**src/rtl/noc_pkg.sv**
```systemverilog
// Shared NoC definitions: packet field layout, direction encoding and the
// deterministic XY routing function used by every router stage.
package noc_pkg;

    localparam int PACK_WIDTH_DEF = 51;
    localparam int COORD_W_DEF    = 4;

    localparam int DST_X_MSB = PACK_WIDTH_DEF - 1;
    localparam int DST_X_LSB = DST_X_MSB - COORD_W_DEF + 1;
    localparam int DST_Y_MSB = DST_X_LSB - 1;
    localparam int DST_Y_LSB = DST_Y_MSB - COORD_W_DEF + 1;

    typedef enum logic [2:0] {
        DIR_UP    = 3'd0,
        DIR_DOWN  = 3'd1,
        DIR_LEFT  = 3'd2,
        DIR_RIGHT = 3'd3,
        DIR_LOCAL = 3'd4
    } dir_e;

    localparam int NUM_DIRS = 5;

    // X is resolved fully before Y, which keeps the mesh deadlock-free.
    function automatic logic [NUM_DIRS-1:0] xy_route(
        input logic [COORD_W_DEF-1:0] dst_x,
        input logic [COORD_W_DEF-1:0] dst_y,
        input logic [COORD_W_DEF-1:0] my_x,
        input logic [COORD_W_DEF-1:0] my_y
    );
        logic [NUM_DIRS-1:0] oh;
        oh = '0;
        if (dst_x > my_x)
            oh[DIR_RIGHT] = 1'b1;
        else if (dst_x < my_x)
            oh[DIR_LEFT] = 1'b1;
        else if (dst_y > my_y)
            oh[DIR_UP] = 1'b1;
        else if (dst_y < my_y)
            oh[DIR_DOWN] = 1'b1;
        else
            oh[DIR_LOCAL] = 1'b1;
        return oh;
    endfunction

endpackage

```
**src/rtl/xy_route_decode.sv**
```systemverilog
// Combinational destination decode: one-hot XY route plus mesh range check.
module xy_route_decode
    import noc_pkg::*;
#(
    parameter int COORD_W = noc_pkg::COORD_W_DEF,
    parameter int MY_X    = 0,
    parameter int MY_Y    = 0,
    parameter int MESH_X  = 4,
    parameter int MESH_Y  = 4
) (
    input  logic [COORD_W-1:0]  dst_x,
    input  logic [COORD_W-1:0]  dst_y,
    output logic [NUM_DIRS-1:0] route,
    output logic                illegal
);

    localparam logic [COORD_W-1:0] MY_X_C   = COORD_W'(MY_X);
    localparam logic [COORD_W-1:0] MY_Y_C   = COORD_W'(MY_Y);
    // One extra bit so a mesh spanning the full coordinate range still compares correctly.
    localparam logic [COORD_W:0]   MESH_X_C = (COORD_W+1)'(MESH_X);
    localparam logic [COORD_W:0]   MESH_Y_C = (COORD_W+1)'(MESH_Y);

    always_comb begin
        route   = xy_route(dst_x, dst_y, MY_X_C, MY_Y_C);
        illegal = ({1'b0, dst_x} >= MESH_X_C) || ({1'b0, dst_y} >= MESH_Y_C);
    end

endmodule

```
**src/rtl/xy_route_stage.sv**
```systemverilog
// Single-entry route-compute/switch stage behind the 5-input arbiter.
// Optional per-direction and drop statistics: define XY_ROUTE_STATS_EN.
module xy_route_stage
    import noc_pkg::*;
#(
    parameter int PACK_WIDTH = noc_pkg::PACK_WIDTH_DEF,
    parameter int COORD_W    = noc_pkg::COORD_W_DEF,
    parameter int MY_X       = 0,
    parameter int MY_Y       = 0,
    parameter int MESH_X     = 4,
    parameter int MESH_Y     = 4
) (
    input  logic                  clk,
    input  logic                  rst,
    input  logic                  in_valid,
    output logic                  in_ready,
    input  logic [PACK_WIDTH-1:0] in_data,
    output logic [4:0]            out_valid,
    input  logic [4:0]            out_ready,
    output logic [PACK_WIDTH-1:0] out_data,
    output logic                  drop_err
`ifdef XY_ROUTE_STATS_EN
    ,
    output logic [5*16-1:0]       pkt_count,
    output logic [15:0]           drop_count
`endif
);

    typedef enum logic {
        EMPTY = 1'b0,
        FULL  = 1'b1
    } state_e;

    state_e              state;
    logic [NUM_DIRS-1:0] route;
    logic                illegal;
    logic                in_fire;
    logic                out_fire;

    xy_route_decode #(
        .COORD_W (COORD_W),
        .MY_X    (MY_X),
        .MY_Y    (MY_Y),
        .MESH_X  (MESH_X),
        .MESH_Y  (MESH_Y)
    ) u_decode (
        .dst_x   (in_data[PACK_WIDTH-1 -: COORD_W]),
        .dst_y   (in_data[PACK_WIDTH-1-COORD_W -: COORD_W]),
        .route   (route),
        .illegal (illegal)
    );

    // out_valid is zero when EMPTY, so the masked OR is the output transfer.
    assign out_fire = |(out_valid & out_ready);
    assign in_fire  = in_valid & in_ready;

    always_comb begin
        in_ready = 1'b0;
        if (!rst)
            in_ready = (state == EMPTY) ? 1'b1 : out_fire;
    end

    always_ff @(posedge clk) begin
        if (rst) begin
            state     <= EMPTY;
            out_valid <= '0;
            out_data  <= '0;
            drop_err  <= 1'b0;
        end else begin
            drop_err <= in_fire & illegal;
            if (in_fire && !illegal) begin
                state     <= FULL;
                out_valid <= route;
                out_data  <= in_data;
            end else if (out_fire) begin
                state     <= EMPTY;
                out_valid <= '0;
            end
        end
    end

`ifdef XY_ROUTE_STATS_EN
    always_ff @(posedge clk) begin
        if (rst) begin
            pkt_count  <= '0;
            drop_count <= '0;
        end else begin
            for (int unsigned i = 0; i < NUM_DIRS; i++) begin
                if (out_valid[i] && out_ready[i] && (pkt_count[i*16 +: 16] != 16'hFFFF))
                    pkt_count[i*16 +: 16] <= pkt_count[i*16 +: 16] + 16'd1;
            end
            if (in_fire && illegal && (drop_count != 16'hFFFF))
                drop_count <= drop_count + 16'd1;
        end
    end
`endif

endmodule

```
**config.mk**
```make
export PLATFORM = sky130hd
export DESIGN_NAME = xy_route_stage
export DESIGN_NICKNAME = d
export VERILOG_FILES = /design/src/rtl/noc_pkg.sv /design/src/rtl/xy_route_decode.sv /design/src/rtl/xy_route_stage.sv
export SDC_FILE = /design/constraint.sdc
export NUM_CORES = 1
export LEC_CHECK = 0
export CORE_ASPECT_RATIO = 1.75
export CORE_MARGIN = 1
export CORE_UTILIZATION = 40
export CTS_BUF_LIST = sky130_fd_sc_hd__clkbuf_8
export CTS_CLUSTER_DIAMETER = 50
export DETAILED_ROUTE_END_ITERATION = 8
export DONT_BUFFER_PORTS = 1
export SLEW_MARGIN = 25
export SYNTH_ARGS = -nofsm -noshare
export SYNTH_HDL_FRONTEND = slang
export SYNTH_HIERARCHICAL = 1
export SYNTH_SLANG_ARGS = --single-unit
export TNS_END_PERCENT = 30
```
**constraint.sdc**
```tcl
create_clock -name clk -period 3.3 [get_ports clk]
set_input_delay 0.66 -clock clk [delete_from_list [all_inputs] [get_ports clk]]
set_output_delay 0.66 -clock clk [all_outputs]
set_load 0.05 [all_outputs]
```
==> flow_summary.json, run 1 <==
{
  "final-max-slew-violation-count": 0,
  "syn_area_mm2": 0.00258,
  "die-area_mm2": 0.00680,
  "std_cell_rows": 38,
  "cp_cell_sequence": "a222oi_1 > a31oi_1 > buf_4",
  "route.detailed.vias_per_inst": 4.86,
  "setup.worst_path.end_class": "primary output",
  "synth_flop_cell": "sky130_fd_sc_hd__dfxtp_1",
  "synth_seq_area_share_pct": 44.9,
  "gr-total-overflow": 0,
  "critical_path.top_delay_family": "compound AO/OA/AOI/OAI gates",
  "worstSkewPairLatency_ns": 0.33,
  "max_cap_violations": 0,
  "cts_tree": "done",
  "io_pins": 117,
  "worstSetupStartpointType": "flop",
  "cp_num_cells": 3,
  "crit_type": "flop to primary output",
  "final_period_minus_worst_setup_slack_ns": 2.65,
  "share_clk_of_total_power_pct": 44.7,
  "outcome": "completed",
  "drc_violations_left": 0,
  "timing.final.hold_violations": 0,
  "internal_power_w": 0.00110,
  "detail_route.wl_per_cell_um": 16.7,
  "netSwitchingFraction_pct": 22.1,
  "crit_buf_inv": 1,
  "clk_root_buffer_cell": "sky130_fd_sc_hd__clkbuf_8",
  "worst_slew_margin_rel_pct": 51.8,
  "min-delay-path-class": "input port to flop",
  "clk_pin_slew_worst_paths_ns": 0.06,
  "synthCells": 196,
  "floorplan.die.height_um": 108,
  "fmax_mhz": 377,
  "numPortBuffers": 0,
  "switchingPower_w": 0.000312,
  "data_required_time_of_the_critical_path_ns": 2.64,
  "dr_total_vias": 1375,
  "track_usage_pct": 14.4,
  "synth-seq-cells": 58,
  "core_region_mm2": 0.00623,
  "syn_avg_cell_area_um2": 13.2,
  "tightest_slew_ns": 0.723,
  "h-tree-depth": 3,
  "max_stage_delay_ns": 0.75,
  "layout_worst_path_cycle_share_pct": 80.3,
  "total_clock_sinks": 58,
  "clock_skew_ns": 0.00575,
  "yosys.area.top_type": "sky130_fd_sc_hd__dfxtp_1",
  "chipWidth_um": 62.8,
  "num-nets-final": 257,
  "synthMostInstantiatedCell": "sky130_fd_sc_hd__dfxtp_1",
  "insertedDiodeCount": 0,
  "finalWirelength_um": 4720,
  "worstRegToRegCells": 4,
  "critPathArrivalTime_ns": 1.99,
  "synth_edf_count": 0,
  "filler_cell_count": 570,
  "fin_tns_setup_ns": 0,
  "ys_types": 25,
  "utilization_pct": 44.7,
  "initial_antenna_violation_count": 0,
  "timing.critical_path.slowest_stage_cell": "sky130_fd_sc_hd__a222oi_1",
  "gp_congestion": 0.708,
  "endpoint": "in_ready",
  "rr_endpoint": "out_data[44]$_SDFFE_PP0P_",
  "setup_violations": 0,
  "ctsResizeCount": 0,
  "drive_above_1_share_pct": 38.9,
  "start_util_pct": 41.5,
  "dp_slack_ns": 0.726,
  "final_critical_path_setup_slack_ns": 0.649,
  "regToRegStartpoint": "out_valid[0]$_SDFFE_PP0P_",
  "yosys-top-cells-area": "sky130_fd_sc_hd__dfxtp_1 (45%), sky130_fd_sc_hd__mux2_4 (28%), sky130_fd_sc_hd__nor2b_1 (12%)",
  "grt_start_max_net_pins": 56,
  "seq_power_share_pct": 52.9,
  "power_per_cell_area_mw_per_mm2": 509,
  "r2r_slack_ns": 0.91,
  "rsz0062_at_grt": "false",
  "via_count_of_the_first_global_routing_pass": 1410,
  "post-synth-top-area-fraction_pct": 44.9,
  "firstDrtPassIters": 4,
  "static_leakage_power_nw": 1.27,
  "cp-startpoint": "out_valid[0]$_SDFFE_PP0P_",
  "power.ir.vdd_worst_uv": 219,
  "global_route_wire_length_before_repair_um": 7210,
  "drt_iter0_markers": 80,
  "post_synth_most_frequent_cells": "sky130_fd_sc_hd__dfxtp_1 (58), sky130_fd_sc_hd__mux2_4 (49), sky130_fd_sc_hd__nor2b_1 (48)",
  "cts-root-to-sink-buffers": 2,
  "combPwrFrac_pct": 2.5,
  "post_cts.repair.setup_buffers": 0,
  "cts_made_buffers": 9,
  "drt.antenna.violating_nets": 0,
  "postCtsHoldBufs": 0,
  "ys_async_sr_fraction_pct": 0,
  "hpwl_um": 3330,
  "layout-area-overhead-vs-synth_pct": 7.75,
  "timing.critical_path.fanout_max": 5,
  "synthesis.yosys.warnings": 6
}
[worst reg2reg max path, delay by kind of cell, from the launching register on]
kind / cells / cell delay, ns
mux: 1 / 0.35
flops: 1 / 0.50
compound gates: 2 / 1.16
buf+inv: 1 / 0.27
[kinds of logic after synthesis]
kind of cell           share of synthesized area, %
and+or+nand+nor                                16.1
other                                         0.145
AOI/OAI and AO/OA                              3.39
buffers and inverters                          6.05
DFF                                            44.9
muxes                                          29.3
[per-layer routing]
layer / GRT usage [%] / vias up / share of wire, %
li1: - / 669 / -
met1: 14.8 / 629 / 37
met2: 23.4 / 66 / 52
met3: 5.17 / 11 / 7.5
met4: 12.0 / 0 / 3.3
met5: 0 / - / 0
[power groups by stage]
| stage | sequential [W] | clock, W | combinational, W |
|---|---|---|---|
| CTS | 0.000748 | 0.000656 | 0.0000354 |
| floorplan | 0.000762 | 0 | 0.0000444 |
| detailed placement | 0.000764 | 0 | 0.0000354 |
| finish | 0.000748 | 0.000632 | 0.0000352 |
| global placement | 0.000764 | 0 | 0.0000350 |
| global route | 0.000749 | 0.000687 | 0.0000380 |
[sequential cells by signal (all words and copies together) (netlist names)]
name,count
drop_err,1
out_data,51
out_valid,5
state,1
[cells in the final DEF (no fill, tap or decap), drive strengths merged]
cell | Yosys | layout
clkinv | 0 | 1
inv | 0 | 1
or4 | 3 | 3
a22o | 5 | 5
nor2b | 49 | 49
and2b | 3 | 3
nor3b | 1 | 1
conb | 1 | 2
buf | 9 | 4
nand3 | 1 | 1
mux2 | 51 | 51
a31oi | 2 | 2
and4bb | 1 | 1
a31o | 1 | 1
a22oi | 1 | 1
dfxtp | 58 | 58
a21oi | 1 | 1
and3 | 1 | 1
nor2 | 1 | 1
a222oi | 1 | 1
or3b | 1 | 1
clkbuf | 5 | 14
[layout make-up]
type	count	area, um^2	share of cell area (%)
clock buffer	14	193	6.92
clock inverter	2	8.76	0.315
multi-input combinational	125	1280	45.9
sequential	58	1160	41.7
tap	80	100	3.60
timing repair buffer	4	42.5	1.53
[how the worst min path moves through the flow]
stage	cells past startpoint	startpoint	slack [ns]	endpoint
6_report	1	rst	0.39	state$_SDFFE_PP0P_
5_1_grt	1	rst	0.37	state$_SDFFE_PP0P_
4_1_cts	1	rst	0.37	state$_SDFFE_PP0P_
3_5_place_dp	2	state$_SDFFE_PP0P_	0.52	state$_SDFFE_PP0P_
3_3_place_gp	2	state$_SDFFE_PP0P_	0.52	state$_SDFFE_PP0P_
2_1_floorplan	2	state$_SDFFE_PP0P_	0.48	state$_SDFFE_PP0P_
[through the flow]
step | total power [W] | instance area (um^2) | hold WS (ns) | cells
finish | 0.00142 | 2780 | 0.394 | 283
global route | 0.00147 | 2780 | 0.373 | 283
CTS | 0.00144 | 2780 | 0.373 | 283
detailed placement | 0.000799 | 2580 | 0.521 | 267
global placement | 0.000799 | 2580 | 0.515 | 267
floorplan | 0.000806 | 2590 | 0.483 | 197
(Power assumes the default switching activity.)
==> run 2, diff against run 1 <==
- clock period: 3.3 -> 2.2 ns (I/O delays scaled with it)
==> run 2 against run 1 <==
Critical path depth did not move. Flip-flop and latch count did not move. Clock power rose by 29%. Combinational power rose by 76%.
==> flow_summary.json, run 2 (same netlist as run 1, synthesis figures left out) <==
{
  "outcome": "completed",
  "drt_iter0_markers": 46,
  "final-max-slew-violation-count": 0,
  "route.detailed.vias_per_inst": 4.91,
  "final_common_cell": "sky130_fd_sc_hd__dfxtp_1",
  "global_route_wire_length_before_repair_um": 7830,
  "track_usage_pct": 15.8,
  "layout.cells.most_common_list": "sky130_fd_sc_hd__dfxtp_1 (58), sky130_fd_sc_hd__mux2_4 (49), sky130_fd_sc_hd__nor2b_1 (48)",
  "post_dp_cell_area_mm2": 0.00271,
  "worst_hold_startpoint": "rst",
  "total_clock_sinks": 58,
  "crit_buf_inv": 1,
  "drt.antenna.violating_nets": 0,
  "drc_violations_left": 0,
  "clk_root_buffer_cell": "sky130_fd_sc_hd__clkbuf_8",
  "cp-startpoint": "out_valid[0]$_SDFFE_PP0P_",
  "top_register": "out_data",
  "rsz0062_at_grt": "false",
  "critPathArrivalTime_ns": 1.59,
  "numPortBuffers": 0,
  "cts_tree": "done",
  "cts-root-to-sink-buffers": 2,
  "worstSkewPairLatency_ns": 0.33,
  "tightest_slew_ns": 0.736,
  "worstSetupStartpointType": "flop",
  "finalWirelength_um": 5250,
  "core_region_mm2": 0.00623,
  "num-nets-final": 268,
  "timing.final.hold_violations": 0,
  "static_leakage_power_nw": 1.33,
  "critical_path.top_delay_family": "compound AO/OA/AOI/OAI gates",
  "start_util_pct": 41.5,
  "regToRegStartpoint": "out_valid[0]$_SDFFE_PP0P_",
  "min-delay-path-class": "input port to flop",
  "gp_congestion": 0.736,
  "grt_start_max_net_pins": 56,
  "detail_route.wl_per_cell_um": 18.0,
  "share_clk_of_total_power_pct": 40.8,
  "cp_cell_sequence": "a222oi_1 > buf_4 > a31oi_2",
  "initial_antenna_violation_count": 0,
  "max_stage_delay_ns": 0.61,
  "std_cell_rows": 38,
  "drive_above_1_share_pct": 41.7,
  "setup_violations": 0,
  "clock_skew_ns": 0.00302,
  "timing.critical_path.fanout_max": 4,
  "dr_total_vias": 1428,
  "worstRegToRegCells": 5,
  "setup.worst_path.end_class": "primary output",
  "netSwitchingFraction_pct": 22.6,
  "firstDrtPassIters": 4,
  "fmax_mhz": 494,
  "layout.cells.non_filler": 291,
  "postCtsHoldBufs": 0,
  "h-tree-depth": 3,
  "largest_reg_flops": 51,
  "top_regs": "out_data x51, out_valid x5",
  "floorplan.die.height_um": 108,
  "io_pins": 117,
  "max_cap_violations": 0,
  "worst_slew_margin_rel_pct": 50.8,
  "r2r_slack_ns": 0.40,
  "chipWidth_um": 62.8,
  "fin_tns_setup_ns": 0,
  "layout-area-overhead-vs-synth_pct": 11.1,
  "via_count_of_the_first_global_routing_pass": 1524,
  "power_per_cell_area_mw_per_mm2": 696,
  "whs_ns": 0.178,
  "rr_endpoint": "out_data[45]$_SDFFE_PP0P_",
  "internal_power_w": 0.00155,
  "clk_pin_slew_worst_paths_ns": 0.06,
  "utilization_pct": 46.1,
  "combPwrFrac_pct": 3.1,
  "power.ir.vdd_worst_uv": 313,
  "filler_cell_count": 554,
  "place.detailed.instances": 277,
  "crit_type": "flop to primary output",
  "ctsResizeCount": 0,
  "min_delay_path_depth": 1,
  "hpwl_um": 3630,
  "seq_power_share_pct": 56.1,
  "final_period_minus_worst_setup_slack_ns": 2.03,
  "timing.critical_path.slowest_stage_cell": "sky130_fd_sc_hd__a31oi_2",
  "cts_made_buffers": 9,
  "gr-total-overflow": 0,
  "switchingPower_w": 0.000452,
  "die-area_mm2": 0.00680,
  "postLayoutCellArea_mm2": 0.00287,
  "data_required_time_of_the_critical_path_ns": 1.76,
  "min_delay_worst_endpoint": "state$_SDFFE_PP0P_",
  "insertedDiodeCount": 0,
  "layout_worst_path_cycle_share_pct": 92.1
}
[run 2: changes by cell type in the layout (fill, tap and decap cells not counted), sizes merged]
cell,before,now
inv,1,2
buf,4,15
clkinv,1,0
clkbuf,14,11
[run 2: power groups by stage]
stage	registers [W]	logic [W]	clock network, W
2_1_floorplan	0.00114	0.0000676	0
3_3_place_gp	0.00114	0.0000609	0
3_5_place_dp	0.00114	0.0000621	0
4_1_cts	0.00112	0.0000622	0.000856
5_1_grt	0.00112	0.0000659	0.000888
6_report	0.00112	0.0000619	0.000816
[run 2: area by class of cell]
class | instances | area [um^2] | area share, %
Timing Repair Buffer | 15 | 163 | 5.66
Clock buffer | 11 | 151 | 5.27
Clock inverter | 2 | 7.51 | 0.261
Sequential cell | 58 | 1160 | 40.4
Tap cell | 80 | 100 | 3.49
Multi-Input combinational cell | 125 | 1290 | 44.9
[run 2: how the worst max path moves through the flow]
stage | to | cells past startpoint | slack (ns)
after floorplan | out_data[0]$_SDFFE_PP0P_ | 6 | -0.05
after global placement | out_data[4]$_SDFFE_PP0P_ | 5 | -0.04
after detailed placement | out_data[29]$_SDFFE_PP0P_ | 5 | -0.05
after CTS | in_ready | 3 | 0.05
after global routing | in_ready | 3 | 0.10
final | in_ready | 3 | 0.17
[run 2: repair_timing]
item,4_1_cts,5_1_grt
setup buffers,0,1
setup endpoints to repair,0,1
hold endpoints to repair,0,0
[run 2: routing by layer]
| metal | up-vias | wire length [um] | global-route usage (%) |
|---|---|---|---|
| li1 | 688 | - | - |
| met4 | 0 | 150 | 12.0 |
| met1 | 663 | 1950 | 15.6 |
| met2 | 66 | 2810 | 27.0 |
| met5 | - | 0 | 0 |
| met3 | 11 | 341 | 5.49 |
[run 2: worst register-to-register path, cell delays in order (launching register included)]
cell and delay (ns):
sky130_fd_sc_hd__dfxtp_1 0.32, sky130_fd_sc_hd__a222oi_1 0.43, sky130_fd_sc_hd__buf_4 0.19, sky130_fd_sc_hd__a31o_4 0.23, sky130_fd_sc_hd__buf_12 0.18, sky130_fd_sc_hd__mux2_2 0.34
[run 2: stage by stage]
step,setup WS [ns],power [W]
after floorplan,-0.0455,0.00121
after global placement,-0.0374,0.00120
after detailed placement,-0.0502,0.00120
after CTS,0.0499,0.00204
after global routing,0.102,0.00207
final,0.174,0.00200
==> run 3, diff against run 2 <==
- HOLD_SLACK_MARGIN: unset -> 0.12
==> results of run 3 <==
Final layout, timing and power as in run 2 (identical DEF).
